## config.mk

```make
export PLATFORM = sky130hd
export DESIGN_NAME = id_control_pipe_flat
export DESIGN_NICKNAME = d
export VERILOG_FILES = /design/src/rtl/id_control_pipe_if.sv /design/src/rtl/id_control_pipe.sv /design/src/flat_wrapper.sv
export SDC_FILE = /design/constraint.sdc
export NUM_CORES = 1
export LEC_CHECK = 0
export ABC_AREA = 1
export CORE_MARGIN = 2
export CORE_UTILIZATION = 35
export DETAILED_ROUTE_END_ITERATION = 7
export GPL_TIMING_DRIVEN = 0
export HOLD_SLACK_MARGIN = 0.15
export PLACE_DENSITY = 0.68
export SYNTH_ARGS = -nofsm -noshare
export SYNTH_HDL_FRONTEND = slang
export SYNTH_SLANG_ARGS = --single-unit
```

## constraint.sdc

```tcl
create_clock -name clk -period 1.7 [get_ports clk]
set_clock_uncertainty 0.1 [all_clocks]
set_input_delay 0.255 -clock clk [delete_from_list [all_inputs] [get_ports clk]]
set_output_delay 0.255 -clock clk [all_outputs]
set_load 0.01 [all_outputs]
```

## src/rtl/id_control_pipe_if.sv

```systemverilog
// Handshake and control-bundle bundle between IF/ID, the ID control pipe and EX.
// master = environment side (drives instruction/handshake), slave = id_control_pipe.
interface id_control_pipe_if #(
  parameter int unsigned REG_ADDR_W = 5,
  parameter int unsigned ILL_CNT_W  = 8
);
  logic                  in_valid;
  logic                  in_ready;
  logic [31:0]           instr;
  logic                  flush;
  logic                  out_valid;
  logic                  out_ready;
  logic                  RegWrite;
  logic                  ALUSrc;
  logic                  MemWrite;
  logic                  MemRead;
  logic                  Branch;
  logic                  MemToReg;
  logic [1:0]            ALUop;
  logic [REG_ADDR_W-1:0] rs1_q;
  logic [REG_ADDR_W-1:0] rs2_q;
  logic [REG_ADDR_W-1:0] rd_q;
  logic                  illegal_q;
  logic [ILL_CNT_W-1:0]  ill_cnt;

  modport master (
    output in_valid, instr, flush, out_ready,
    input  in_ready, out_valid, RegWrite, ALUSrc, MemWrite, MemRead, Branch, MemToReg,
    input  ALUop, rs1_q, rs2_q, rd_q, illegal_q, ill_cnt
  );

  modport slave (
    input  in_valid, instr, flush, out_ready,
    output in_ready, out_valid, RegWrite, ALUSrc, MemWrite, MemRead, Branch, MemToReg,
    output ALUop, rs1_q, rs2_q, rd_q, illegal_q, ill_cnt
  );
endinterface

```

## src/rtl/id_control_pipe.sv

```systemverilog
// RV32I ID-stage control decode with ID/EX register, load-use stall, flush and illegal counter.
// Define CTRL_JUMP_EN to decode JAL/JALR/LUI/AUIPC instead of flagging them illegal.
module id_control_pipe #(
  parameter int unsigned OPCODE_W   = 7,
  parameter int unsigned REG_ADDR_W = 5,
  parameter int unsigned ILL_CNT_W  = 8
) (
  input logic               clk,
  input logic               rst,
  id_control_pipe_if.slave  bus
);

  typedef struct packed {
    logic       reg_write;
    logic       alu_src;
    logic       mem_write;
    logic       mem_read;
    logic       branch;
    logic       mem_to_reg;
    logic [1:0] alu_op;
  } ctrl_t;

  typedef enum logic [0:0] {StRun, StStall} state_e;

  state_e                state_q, state_d;
  ctrl_t                 ctrl_q, ctrl_d, dec_ctrl;
  logic                  valid_q, valid_d;
  logic                  illegal_q, illegal_d, dec_illegal;
  logic [REG_ADDR_W-1:0] rs1_q, rs1_d, rs2_q, rs2_d, rd_q, rd_d;
  logic [ILL_CNT_W-1:0]  ill_cnt_q, ill_cnt_d;

  logic [OPCODE_W-1:0]   opcode;
  logic [REG_ADDR_W-1:0] rs1, rs2, rd;
  logic                  uses_rs1, uses_rs2;
  logic                  hold, hazard, stall, in_ready, accept;
  logic                  unused_instr;

  assign opcode       = bus.instr[OPCODE_W-1:0];
  assign rs1          = bus.instr[15 +: REG_ADDR_W];
  assign rs2          = bus.instr[20 +: REG_ADDR_W];
  assign rd           = bus.instr[7 +: REG_ADDR_W];
  assign unused_instr = ^{bus.instr[31:25], bus.instr[14:12]};

  always_comb begin
    dec_ctrl    = '0;
    dec_illegal = 1'b0;
    uses_rs1    = 1'b1;
    uses_rs2    = 1'b0;
    case (opcode)
      7'b0110011: begin dec_ctrl = 8'b1000_0010; uses_rs2 = 1'b1; end
      7'b0010011: dec_ctrl = 8'b1100_0011;
      7'b0000011: dec_ctrl = 8'b1101_0100;
      7'b0100011: begin dec_ctrl = 8'b0110_0000; uses_rs2 = 1'b1; end
      7'b1100011: begin dec_ctrl = 8'b0000_1001; uses_rs2 = 1'b1; end
`ifdef CTRL_JUMP_EN
      7'b1101111: begin dec_ctrl = 8'b1100_1000; uses_rs1 = 1'b0; end
      7'b1100111: dec_ctrl = 8'b1100_1000;
      7'b0110111: begin dec_ctrl = 8'b1100_0000; uses_rs1 = 1'b0; end
      7'b0010111: begin dec_ctrl = 8'b1100_0000; uses_rs1 = 1'b0; end
`endif
      default:    dec_illegal = 1'b1;
    endcase
  end

  // Load in ID/EX whose destination is a source of the instruction now in ID.
  assign hazard   = valid_q && ctrl_q.mem_read && (rd_q != '0) &&
                    ((uses_rs1 && (rd_q == rs1)) || (uses_rs2 && (rd_q == rs2)));
  assign hold     = valid_q && !bus.out_ready;
  assign stall    = (state_q == StRun) && hazard && bus.out_ready;
  assign in_ready = bus.flush || !(hold || stall);
  assign accept   = bus.in_valid && in_ready && !bus.flush;

  always_comb begin
    state_d   = state_q;
    valid_d   = valid_q;
    ctrl_d    = ctrl_q;
    illegal_d = illegal_q;
    rs1_d     = rs1_q;
    rs2_d     = rs2_q;
    rd_d      = rd_q;
    ill_cnt_d = ill_cnt_q;
    if (bus.flush || (!hold && (stall || !bus.in_valid))) begin
      valid_d   = 1'b0;
      ctrl_d    = '0;
      illegal_d = 1'b0;
      rs1_d     = '0;
      rs2_d     = '0;
      rd_d      = '0;
      state_d   = (!bus.flush && stall) ? StStall : StRun;
    end else if (!hold) begin
      valid_d   = 1'b1;
      ctrl_d    = dec_ctrl;
      illegal_d = dec_illegal;
      rs1_d     = rs1;
      rs2_d     = rs2;
      rd_d      = rd;
      state_d   = StRun;
    end
    if (accept && dec_illegal && (ill_cnt_q != {ILL_CNT_W{1'b1}})) begin
      ill_cnt_d = ill_cnt_q + ILL_CNT_W'(1);
    end
  end

  always_ff @(posedge clk) begin
    if (rst) begin
      state_q   <= StRun;
      valid_q   <= 1'b0;
      ctrl_q    <= '0;
      illegal_q <= 1'b0;
      rs1_q     <= '0;
      rs2_q     <= '0;
      rd_q      <= '0;
      ill_cnt_q <= '0;
    end else begin
      state_q   <= state_d;
      valid_q   <= valid_d;
      ctrl_q    <= ctrl_d;
      illegal_q <= illegal_d;
      rs1_q     <= rs1_d;
      rs2_q     <= rs2_d;
      rd_q      <= rd_d;
      ill_cnt_q <= ill_cnt_d;
    end
  end

  assign bus.in_ready  = in_ready;
  assign bus.out_valid = valid_q;
  assign bus.RegWrite  = ctrl_q.reg_write;
  assign bus.ALUSrc    = ctrl_q.alu_src;
  assign bus.MemWrite  = ctrl_q.mem_write;
  assign bus.MemRead   = ctrl_q.mem_read;
  assign bus.Branch    = ctrl_q.branch;
  assign bus.MemToReg  = ctrl_q.mem_to_reg;
  assign bus.ALUop     = ctrl_q.alu_op;
  assign bus.rs1_q     = rs1_q;
  assign bus.rs2_q     = rs2_q;
  assign bus.rd_q      = rd_q;
  assign bus.illegal_q = illegal_q;
  assign bus.ill_cnt   = ill_cnt_q;

endmodule

```

## src/flat_wrapper.sv

```systemverilog
// flat-port wrapper written by rule: the top's interface ports become plain ports
module id_control_pipe_flat 
#(
  parameter int unsigned OPCODE_W   = 7,
  parameter int unsigned REG_ADDR_W = 5,
  parameter int unsigned ILL_CNT_W  = 8
)
  (clk, rst, bus_in_valid, bus_instr, bus_flush, bus_out_ready, bus_in_ready, bus_out_valid, bus_RegWrite, bus_ALUSrc, bus_MemWrite, bus_MemRead, bus_Branch, bus_MemToReg, bus_ALUop, bus_rs1_q, bus_rs2_q, bus_rd_q, bus_illegal_q, bus_ill_cnt);
  id_control_pipe_if #(.REG_ADDR_W(REG_ADDR_W), .ILL_CNT_W(ILL_CNT_W)) bus_i ();
  input logic clk;
  input logic rst;
  input wire logic [$bits(bus_i.in_valid)-1:0] bus_in_valid;
  input wire logic [$bits(bus_i.instr)-1:0] bus_instr;
  input wire logic [$bits(bus_i.flush)-1:0] bus_flush;
  input wire logic [$bits(bus_i.out_ready)-1:0] bus_out_ready;
  output wire logic [$bits(bus_i.in_ready)-1:0] bus_in_ready;
  output wire logic [$bits(bus_i.out_valid)-1:0] bus_out_valid;
  output wire logic [$bits(bus_i.RegWrite)-1:0] bus_RegWrite;
  output wire logic [$bits(bus_i.ALUSrc)-1:0] bus_ALUSrc;
  output wire logic [$bits(bus_i.MemWrite)-1:0] bus_MemWrite;
  output wire logic [$bits(bus_i.MemRead)-1:0] bus_MemRead;
  output wire logic [$bits(bus_i.Branch)-1:0] bus_Branch;
  output wire logic [$bits(bus_i.MemToReg)-1:0] bus_MemToReg;
  output wire logic [$bits(bus_i.ALUop)-1:0] bus_ALUop;
  output wire logic [$bits(bus_i.rs1_q)-1:0] bus_rs1_q;
  output wire logic [$bits(bus_i.rs2_q)-1:0] bus_rs2_q;
  output wire logic [$bits(bus_i.rd_q)-1:0] bus_rd_q;
  output wire logic [$bits(bus_i.illegal_q)-1:0] bus_illegal_q;
  output wire logic [$bits(bus_i.ill_cnt)-1:0] bus_ill_cnt;
  assign bus_i.in_valid = bus_in_valid;
  assign bus_i.instr = bus_instr;
  assign bus_i.flush = bus_flush;
  assign bus_i.out_ready = bus_out_ready;
  assign bus_in_ready = bus_i.in_ready;
  assign bus_out_valid = bus_i.out_valid;
  assign bus_RegWrite = bus_i.RegWrite;
  assign bus_ALUSrc = bus_i.ALUSrc;
  assign bus_MemWrite = bus_i.MemWrite;
  assign bus_MemRead = bus_i.MemRead;
  assign bus_Branch = bus_i.Branch;
  assign bus_MemToReg = bus_i.MemToReg;
  assign bus_ALUop = bus_i.ALUop;
  assign bus_rs1_q = bus_i.rs1_q;
  assign bus_rs2_q = bus_i.rs2_q;
  assign bus_rd_q = bus_i.rd_q;
  assign bus_illegal_q = bus_i.illegal_q;
  assign bus_ill_cnt = bus_i.ill_cnt;
  id_control_pipe #(.OPCODE_W(OPCODE_W), .REG_ADDR_W(REG_ADDR_W), .ILL_CNT_W(ILL_CNT_W)) u_core (.clk(clk), .rst(rst), .bus(bus_i));
endmodule
```

-- Yosys cells after proc, flatten, opt, wreduce, memory -nomap -nowiden
Cells that the tools add are included.
- reductions and logical operators: 27
- bitwise operators: 1
- eq/ne operators: 9
- muxes and demuxes: 6
- add/sub/neg operators: 1
- operators by type and width (operator ; number):
    $pmux 8 s5 ; 1
    $eq 7x6->1 const B ; 2
    $logic_and 1x1->1 ; 13
    $eq 5x5->1 ; 2
    $add 8x1->8 const B ; 1
    $ne 8x8->1 const B ; 1
    $eq 7x2->1 const B ; 1
    $eq 7x5->1 const B ; 1
    $eq 7x7->1 const B ; 1
    $logic_not 1->1 ; 5
    $logic_or 1x1->1 ; 5
    $mux 1 ; 5
    $reduce_bool 5->1 ; 1
    $reduce_or 5->1 ; 1
    $reduce_or 3->1 ; 1
    $ne 2x2->1 const B ; 1
    $reduce_or 2->1 ; 1
    $not 1->1 ; 1
- output and inout bits: 34
- bits of input ports: 37
- register bits after elaboration: 34

-- Depth between registers and ports, before layout
Gate-level depths: netlist of run 1.
- word-level depth: 15
- mapped depth: 13
- mapped depth without buffers: 12

-- Least setup slack after synthesis of run 1
Ideal clock, no wire load.
- path type: reg2reg
- start point: reg u_core.ill_cnt_q[1] (netlist: u_core.bus.ill_cnt[1])
- end point: reg u_core.ill_cnt_q[0] (netlist: u_core.bus.ill_cnt[0])
- path buffers: 0
- stages on the path, launching flop included: 9
- clock period less this slack: 1.547 ns
- data required time: 1.485 ns
- setup time: 0.115 ns
- slack: 0.153 ns
- arrival time: 1.332 ns
- cell sequence: dfxtp_1 > ha_1 > nand3_1 > nor3_2 > nand3_1 > nand4_2 > nand2_1 > nand2_1 > nor2_2
- word-level cells in the longest chain between the ends: 2
- RTL lines (element ; line ; text):
    start, declared ; id_control_pipe.sv:30 ; logic [ILL_CNT_W-1:0] ill_cnt_q, ill_cnt_d;
    start signal, assigned ; id_control_pipe.sv:122 ; ill_cnt_q <= ill_cnt_d;
    $ne 8x8->1 ; id_control_pipe.sv:99 ; if (accept && dec_illegal && (ill_cnt_q != {ILL_CNT_W{1'b1}})) begin
    $logic_and 1x1->1 ; id_control_pipe.sv:99 ;
No other way between the ends.
A chain may end at the register's enable or synchronous reset.

-- Worst setup path in the final report of run 1
- start point: in bus_instr[1]
- end point: out bus_in_ready
- word-level cells in the longest chain between the ends: 11
- elaborated cells between the ends (all ways): 13
- those cells by class: eq/ne (3); mux (1); reduce/logical (9)
- RTL lines (element ; line ; text):
    start, declared ; flat_wrapper.sv:13 ; input wire logic [$bits(bus_i.instr)-1:0] bus_instr;
    $eq 7x6->1 / $eq 7x7->1 (equally long branches) ; id_control_pipe.sv:49 ; case (opcode)
    $reduce_or 3->1 (no line) (*) ; - ;
    $mux 1 (*) ; id_control_pipe.sv:49 ;
    $logic_and 1x1->1 (*) ; id_control_pipe.sv:67 ; ((uses_rs1 && (rd_q == rs1)) || (uses_rs2 && (rd_q == rs2)));
    $logic_or 1x1->1 (*) ; id_control_pipe.sv:67 ;
    $logic_and 1x1->1 (*) ; id_control_pipe.sv:66 ; assign hazard = valid_q && ctrl_q.mem_read && (rd_q != '0) &&
    $logic_and 1x1->1 (*) (2 in a row) ; id_control_pipe.sv:69 ; assign stall = (state_q == StRun) && hazard && bus.out_ready;
    $logic_or 1x1->1 (*) ; id_control_pipe.sv:70 ; assign in_ready = bus.flush || !(hold || stall);
    $logic_not 1->1 (*) ; id_control_pipe.sv:70 ;
    $logic_or 1x1->1 (*) ; id_control_pipe.sv:70 ;
    end, declared ; flat_wrapper.sv:16 ; output wire logic [$bits(bus_i.in_ready)-1:0] bus_in_ready;
Every way passes the cells marked *; elsewhere a longest branch is shown, timed or not.

==> flow_metrics.tcl, run 1 <==
set metrics [dict create \
    rsz0062_at_grt "yes" \
    nets 352 \
    synth-edff-count 0 \
    synth_xor_area_frac 0.0472 \
    synth_top_family_by_area "simple AND/OR/NAND/NOR gates" \
    grt_antenna_before_repair 0 \
    grt_pass1_wl_mm 7.88 \
    synth-seq-cells 33 \
    cts.sinks 33 \
    rows 25 \
    area_delta_synth_final_pct 65.0 \
    root_buffer "clkbuf_8" \
    ir_drop_v 0.000432 \
    grt_pass1_vias 1750 \
    synthTopCellsByArea "dfxtp_1 (40%), nand2_1 (12%), nor2_1 (6.3%)" \
    post_synth_num_cell_types 32 \
    power_uw 1880 \
    synth_fa_ha_area_frac 0.00749 \
    synthFlopType "dfxtp_1" \
    path_cells "clkdlybuf4s50_1, nand3_2, nor2_4, nand3_2, nand2_4, nand3_4, nand2_2, inv_2, buf_6" \
    dieArea_um2 5350 \
    ctsLongestPathBuffers 2 \
    drv_slew 0 \
    min_path_type "input pin to flop" \
    slowest_stage "clkdlybuf4s50_1" \
    synth_area_um2 1670 \
    worst_ep_required_time_ns 1.34 \
    regArea_um2 672 \
    grt-ovfl-total 0 \
    fin_tns_setup_ns -1.15 \
    synth_simple_gate_area_frac 0.310 \
    hold_viol_final 0 \
    num-fill-cells 442 \
    synth_nets 263 \
    drive_gt1_frac 0.276 \
    fin_ws_ns -0.146 \
    yosys.area.top_type "dfxtp_1" \
    htreeDepth 2 \
    drt-total-wl_mm 4.76 \
    yosysMostFrequentCell "nand2_1" \
    crit_buf_inv 3 \
    grt_max_degree 13 \
    fin_crit_sh 1.09 \
    critPathCaptureType "output pin" \
    setup_viol 30 \
    clk-insertion-delay-late_ns 0.29 \
    crit_type "input pin to output pin" \
    drcViolationCount 0 \
    drt-pass1-iter-count 5 \
    start_util 0.359 \
    hold_slack_ns 0.161 \
    violations "negative setup slack" \
    path_clk_slew_ns 0.07 \
    p_leak_uw 0.00119 \
    final_core_util 0.592 \
    maxCapViolCount 0 \
    outcome "complete, but fails checks" \
    coreArea_um2 4660 \
    vias_per_cell 4.77 \
    crit_top_cell "nand3_2" \
    path_delay_family "buffers and inverters" \
    cp.arrival_ns 1.49 \
    final_antenna_net_count 0 \
    die_h_um 73.1 \
    insertedDiodeCount 0 \
    layout_min_cycle_time_ns 1.85 \
    fmax_ghz 0.542 \
    via_count 1759 \
    wire_per_inst_um 12.9 \
    multiInputGateArea_um2 945 \
    worstSetupStartpointType "input pin" \
    synth.area.mux_share 0 \
    cp_max_fo 3 \
    synth_warnings 0 \
    critical_path.max_stage_delay_ns 0.47 \
    yosysSeqAreaShare 0.395 \
    io_pins 71 \
    dp_cells 339 \
    ys_top_cells_by_count "nand2_1 (53), dfxtp_1 (33), nor2_1 (28), inv_1 (26), a21oi_1 (12)" \
    syn_inst 225 \
    gp_congestion 0.806 \
    synth_compound_area_frac 0.146 \
    power_density_nw_per_um2 680 \
    io_buffers 60 \
    async_flop_share 0 \
    avgSynthCellArea_um2 7.43 \
    cts_buffers 5 \
    worst_slew_pin_slew_ns 0.526 \
    dpl.hpwl_mm 3.15 \
    die_w_um 73.1 \
    grt.total_usage 0.190 \
    maxSlewHeadroom 0.649 \
    layout.cells.non_filler 369 \
    cts_tree "yes" \
    drtIter0Drc 33 \
    synth_top_area_share 0.395 \
]
power by group:
group / switching, uW / internal, uW
logic: 145 / 160
registers: 20.3 / 796
clock network: 316 / 439
total: 482 / 1390
cell usage in the layout (no fill, tap or decap), drive strengths merged:
cell / instances
a211oi: 8
dlygate4sd2: 10
inv: 30
a221oi: 1
clkbuf: 9
nor2: 33
clkdlybuf4s50: 46
dlymetal6s2s: 3
a21oi: 16
ha: 1
clkinv: 1
nand2: 56
dfxtp: 33
buf: 26
nand4: 6
a22oi: 1
clkinvlp: 1
nor3: 5
o21ai: 2
bufinv: 1
a31oi: 3
nand3: 13
xnor2: 2
o21bai: 1
xor2: 7
sequential cells by signal, summed over array words and instances, names as in the netlist:
name,count
u_core.bus.ill_cnt,8
u_core.bus.rd_q,5
u_core.bus.rs1_q,5
u_core.bus.rs2_q,5
u_core.bus.ALUop,2
u_core.bus.ALUSrc,1
u_core.bus.Branch,1
u_core.bus.MemToReg,1
u_core.bus.MemWrite,1
u_core.bus.RegWrite,1
u_core.bus.illegal_q,1
u_core.bus.out_valid,1
u_core.state_q,1
worst register-to-register path, delay by kind of cell (launching register included):
kind | cells | cell delay [ns]
buffers and inverters | 2 | 0.31
and+or+nand+nor | 6 | 0.49
xor gates and xnor gates | 1 | 0.18
DFF | 1 | 0.39
AOI/OAI and AO/OA | 2 | 0.21
routing by layer:
layer | vias to the layer above | track usage | part of all wire
li1 | 905 | - | -
met1 | 811 | 0.231 | 0.43
met2 | 39 | 0.328 | 0.51
met3 | 4 | 0.0470 | 0.043
met4 | 0 | 0.0617 | 0.011
met5 | - | 0 | 0
worst paths after layout:
| kind | startpoint | to | slack [ns] | cells after the start |
|---|---|---|---|---|
| max | bus_instr[1] | bus_in_ready | -0.15 | 9 |
| min | bus_instr[15] | u_core.bus.rs1_q[0] | 0.16 | 3 |
| max reg2reg | u_core.bus.rd_q[2] | u_core.bus.rd_q[1] | -0.07 | 11 |
| min reg2reg | u_core.bus.MemWrite | u_core.bus.MemWrite | 0.37 | 2 |
cell families after synthesis:
logic type / Yosys count
buf+inv: 37
fa+ha+maj: 1
flops: 33
simple gates: 113
compound gates: 32
xor+xnor: 9
timing repair:
action | 4_1_cts | 5_1_grt
hold buffers | 0 | 0
setup buffers | 17 | 5
gates cloned | 1 | 0
pin swaps | 7 | 11
resized for setup | 34 | 23
setup endpoints to repair | 14 | 34
metrics by stage:
step | worst slack (ns) | instance area [um^2]
floorplan | 0.153 | 1670
global placement | -0.675 | 2340
detailed placement | -0.706 | 2340
CTS | -0.137 | 2650
global route | -0.223 | 2760
finish | -0.146 | 2760
area by class of cell:
type	count	share of cell area
Timing Repair Buffer	82	0.286
Buffer	7	0.0209
Tap cell	54	0.0245
Inverter	30	0.0408
Sequential cell	33	0.244
Multi-Input combinational cell	155	0.342
Clock inverter	3	0.0168
Clock buffer	5	0.0249
Note: power is estimated with default switching activity, not from simulation.
==> inputs of run 2 (changes only) <==
Settings changed: PLACE_DENSITY 0.68 to 0.71.
Clock period 1.7 ns to 1.5 ns, I/O delays scaled along.
==> run 2 against run 1 <==
Against the previous run:
- the flow still finishes with violations (negative setup slack)
- count of clock-buffer cells in the layout up 3
- critical path type is now flop to output pin
- critical path depth decreased by 1
- critical endpoint unchanged
- first-iteration DRC count up 64%
- final area grew 6.3%
- largest power group unchanged
- combinational power increased by 23%
- register-to-register slack got worse by 0.15 ns
- setup slack got worse by 0.13 ns
- global-route usage is 1.1 points higher
- highest routed layer unchanged
- largest cell class unchanged
==> flow_metrics.tcl, run 2 (same netlist as run 1, synthesis figures left out) <==
set metrics [dict create \
    gp_congestion 0.804 \
    htreeDepth 2 \
    worst_slew_pin_slew_ns 0.498 \
    violations "negative setup slack" \
    drt-pass1-iter-count 4 \
    layout_commonest_cell "nand2_1" \
    slowest_stage "dfxtp_4" \
    grt-ovfl-total 0 \
    critPathCaptureType "output pin" \
    die_w_um 73.1 \
    holdBufCountCts 0 \
    hold_slack_ns 0.281 \
    fmax_ghz 0.563 \
    worstSetupStartpointType "flop" \
    final_antenna_net_count 0 \
    min_path_type "input pin to flop" \
    area_delta_synth_final_pct 75.4 \
    drcViolationCount 0 \
    layout.cells.non_filler 371 \
    power_density_nw_per_um2 663 \
    fin_tns_setup_ns -3.99 \
    maxCapViolCount 0 \
    setup_viol 33 \
    wire_per_inst_um 13.4 \
    maxSlewHeadroom 0.668 \
    dieArea_um2 5350 \
    path_cells "xor2_2, a21oi_2, nand3_2, nand2_4, nand3_4, nand2_2, inv_2, buf_6" \
    rows 25 \
    fin_crit_sh 1.18 \
    coreArea_um2 4660 \
    io_pins 71 \
    clk-insertion-delay-late_ns 0.29 \
    cp_max_fo 4 \
    vias_per_cell 4.88 \
    ctsLongestPathBuffers 2 \
    dpl.hpwl_mm 3.20 \
    io_buffers 60 \
    mostFrequentLayoutCells "nand2_1 (44), dlygate4sd2_1 (26), nor2_1 (25)" \
    root_buffer "clkbuf_8" \
    die_h_um 73.1 \
    critical_path.max_stage_delay_ns 0.37 \
    largest_register_ffs 8 \
    cp.arrival_ns 1.45 \
    layout_min_cycle_time_ns 1.78 \
    p_leak_uw 0.00147 \
    dp_cells 339 \
    grt_pass1_wl_mm 8.34 \
    grt.total_usage 0.201 \
    drtIter0Drc 54 \
    outcome "complete, but fails checks" \
    nets 354 \
    cts_buffers 5 \
    drive_gt1_frac 0.372 \
    crit_type "flop to output pin" \
    rsz0062_at_grt "yes" \
    worst_ep_required_time_ns 1.17 \
    grt_pass1_vias 1859 \
    drv_slew 0 \
    grt_max_degree 11 \
    hold_viol_final 0 \
    via_count 1810 \
    grt_antenna_before_repair 0 \
    start_util 0.359 \
    drt-total-wl_mm 4.96 \
    insertedDiodeCount 0 \
    fin_ws_ns -0.277 \
    ir_drop_v 0.000407 \
    path_clk_slew_ns 0.07 \
    cts_tree "yes" \
    cts.sinks 33 \
]
-- run 2: cell count changes in the layout (fill, tap and decap cells not counted), moves of 4 or more --
cell	previous run	this run
xor2_1	7	3
dlygate4sd2_1	10	26
nand2_2	3	9
xor2_2	0	4
clkdlybuf4s50_1	46	20
nand2_1	51	44
a21oi_2	4	13
a21oi_1	12	3
dlymetal6s2s_1	3	12
-- run 2: repair_timing --
action,4_1_cts,5_1_grt
cloned,3,0
pin swaps,19,14
gates resized for setup,81,35
buffers inserted,20,2
setup endpoints to repair,50,45
-- run 2: power breakdown --
part           internal, uW  switching [uW]
sequential              900            25.2
clock                   329             315
combinational           192             184
-- run 2: final cells by class --
cell class | instances | area [um^2]
well taps | 54 | 67.6
clock buffers | 8 | 80.1
fillers | 402 | 1730
plain buffers | 7 | 60.1
flip-flops and latches | 33 | 682
repair buffers | 83 | 841
multi-input cells | 156 | 1090
inverters | 30 | 113
-- run 2: critical path, delay by kind of cell, from the launching register on --
family                 cells  cell delay, ns
AO/OA/AOI/OAI              1            0.12
XOR/XNOR                   1            0.17
buffers and inverters      2            0.15
flip-flops                 1            0.37
AND/OR/NAND/NOR            4            0.35
-- run 2: final timing paths --
kind	from	endpoint	slack, ns	cells after the start
min reg2reg	u_core.bus.rs2_q[2]	u_core.bus.rs2_q[2]	0.38	2
max reg2reg	u_core.bus.rd_q[2]	u_core.bus.ill_cnt[0]	-0.22	11
max	u_core.bus.rd_q[2]	bus_in_ready	-0.28	8
min	bus_instr[20]	u_core.bus.rs2_q[0]	0.28	3
-- run 2: metal layers --
metal / part of all wire / up-vias / track usage
li1: - / 903 / -
met1: 0.43 / 839 / 0.237
met2: 0.50 / 55 / 0.354
met3: 0.046 / 13 / 0.0318
met4: 0.025 / 0 / 0.0947
met5: 0 / - / 0
-- run 2: per-stage QoR --
step,power (uW),instance area [um^2],util,setup WS [ns]
global placement,1240,2380,0.511,-0.838
floorplan,1090,1710,-,0.000323
global route,2030,2930,0.629,-0.361
finish,1950,2930,0.629,-0.277
CTS,1950,2850,0.611,-0.280
detailed placement,1240,2380,0.511,-0.844
==> inputs of run 3 (changes only) <==
Settings changed: RECOVER_POWER set to 100.
==> run 3 against run 2 <==
Against the previous run:
- the flow still finishes with violations (negative setup slack)
- combinational power about the same
- worst hold slack about the same
- via count is 0.39% lower
- sequential share of layout area increased by 0.22 points
- power is essentially flat
- sequential power about the same
- critical path depth stayed put
- setup slack hardly changed
- largest power group unchanged
- utilization down 0.59 points
- critical endpoint unchanged
- maximum frequency about the same
- wire length fell by 0.22%
==> flow_metrics.tcl, run 3 (same netlist as run 1, synthesis figures left out) <==
set metrics [dict create \
    crit_type "flop to output pin" \
    gp_congestion 0.804 \
    final_core_util 0.623 \
    drt-pass1-iter-count 4 \
    min_path_type "input pin to flop" \
    setup_viol 33 \
    fin_ws_ns -0.277 \
    wire_per_inst_um 13.3 \
    mostFrequentLayoutCells "nand2_1 (44), dlygate4sd2_1 (26), nor2_1 (25)" \
    switching_share 0.269 \
    fin_area_um2 2910 \
    fmax_ghz 0.563 \
    drcViolationCount 0 \
    drive_gt1_frac 0.372 \
    maxSlewHeadroom 0.671 \
    clock_power_share 0.331 \
    layout_min_cycle_time_ns 1.78 \
    start_util 0.359 \
    insertedDiodeCount 0 \
    layout_commonest_cell "nand2_1" \
    final_antenna_net_count 0 \
    fin_tns_setup_ns -3.92 \
    maxCapViolCount 0 \
    worst_ep_required_time_ns 1.17 \
    comb_power_share 0.193 \
    cts.sinks 33 \
    rsz0062_at_grt "yes" \
    io_buffers 60 \
    htreeDepth 2 \
    drv_slew 0 \
    die_h_um 73.1 \
    grt_antenna_before_repair 0 \
    cp_max_fo 4 \
    via_count 1803 \
    p_leak_uw 0.00127 \
    p_sw_uw 524 \
    grt_pass1_wl_mm 8.34 \
    multiInputGateArea_um2 1090 \
    cp.arrival_ns 1.45 \
    num-fill-cells 408 \
    ctsLongestPathBuffers 2 \
    dpl.hpwl_mm 3.20 \
    p_seq_frac 0.476 \
    cts_buffers 5 \
    die_w_um 73.1 \
    coreArea_um2 4660 \
    violations "negative setup slack" \
    dieArea_um2 5350 \
    grt.total_usage 0.201 \
    regArea_um2 682 \
    clk-insertion-delay-late_ns 0.28 \
    worstSetupStartpointType "flop" \
    outcome "complete, but fails checks" \
    area_delta_synth_final_pct 73.8 \
    drt-total-wl_mm 4.95 \
    grt-ovfl-total 0 \
    worst_slew_pin_slew_ns 0.493 \
    vias_per_cell 4.86 \
    power_density_nw_per_um2 669 \
    cts_tree "yes" \
    largest_register_ffs 8 \
    critPathCaptureType "output pin" \
    nets 354 \
    grt_max_degree 11 \
    drtIter0Drc 69 \
    p_int_uw 1420 \
    hold_viol_final 0 \
    io_pins 71 \
    rows 25 \
    path_clk_slew_ns 0.07 \
    fin_crit_sh 1.18 \
    hold_slack_ns 0.281 \
    grt_pass1_vias 1859 \
    placed_area_um2 2380 \
    root_buffer "clkbuf_8" \
    ir_drop_v 0.000407 \
]
-- run 3: cell type report --
class,instances,area share
Tap cell,54,0.0233
Timing Repair Buffer,83,0.280
Inverter,30,0.0388
Sequential cell,33,0.235
Multi-Input combinational cell,156,0.375
Buffer,7,0.0207
Clock buffer,8,0.0276
-- run 3: worst max-delay path: stages (launching register included) --
cell and delay [ns]:
dfxtp_4 0.37, xor2_2 0.17, a21oi_2 0.12, nand3_2 0.11, nand2_4 0.10, nand3_4 0.07
nand2_2 0.07, inv_2 0.04, buf_6 0.11
-- run 3: worst paths after layout --
| kind | from | endpoint | slack, ns | depth (start not counted) |
|---|---|---|---|---|
| worst max register to register | u_core.bus.rd_q[2] | u_core.bus.ill_cnt[0] | -0.22 | 11 |
| worst min-delay path | bus_instr[20] | u_core.bus.rs2_q[0] | 0.28 | 3 |
| worst min register to register | u_core.bus.MemWrite | u_core.bus.MemWrite | 0.38 | 2 |
| worst max-delay path | u_core.bus.rd_q[2] | bus_in_ready | -0.28 | 8 |
-- run 3: metrics by stage --
stage / std cells / worst slack (ns) / power (uW)
3_5_place_dp: 339 / -0.844 / 1240
2_1_floorplan: 225 / 0.000323 / 1090
5_1_grt: 371 / -0.361 / 2030
3_3_place_gp: 339 / -0.838 / 1240
4_1_cts: 370 / -0.280 / 1950
6_report: 371 / -0.277 / 1940
-- run 3: power groups by stage --
stage | Combinational, uW | Clock (uW) | Sequential [uW]
CTS | 365 | 654 | 927
floorplan | 132 | 0 | 954
finish | 375 | 644 | 925
global placement | 295 | 0 | 944
detailed placement | 297 | 0 | 945
global route | 407 | 696 | 929
-- run 3: timing repair --
action / CTS / global route
resized for setup: 81 / 35
gates cloned: 3 / 0
buffers inserted: 20 / 2
endpoints found under the setup margin: 50 / 45
hold buffers: 0 / 0
pin swaps: 19 / 14
-- run 3: metal layers --
| layer | wire length (um) | share of wire | GRT usage |
|---|---|---|---|
| met1 | 2120 | 0.43 | 0.237 |
| met5 | 0 | 0 | 0 |
| met2 | 2490 | 0.50 | 0.354 |
| met3 | 207 | 0.042 | 0.0318 |
| met4 | 121 | 0.024 | 0.0947 |
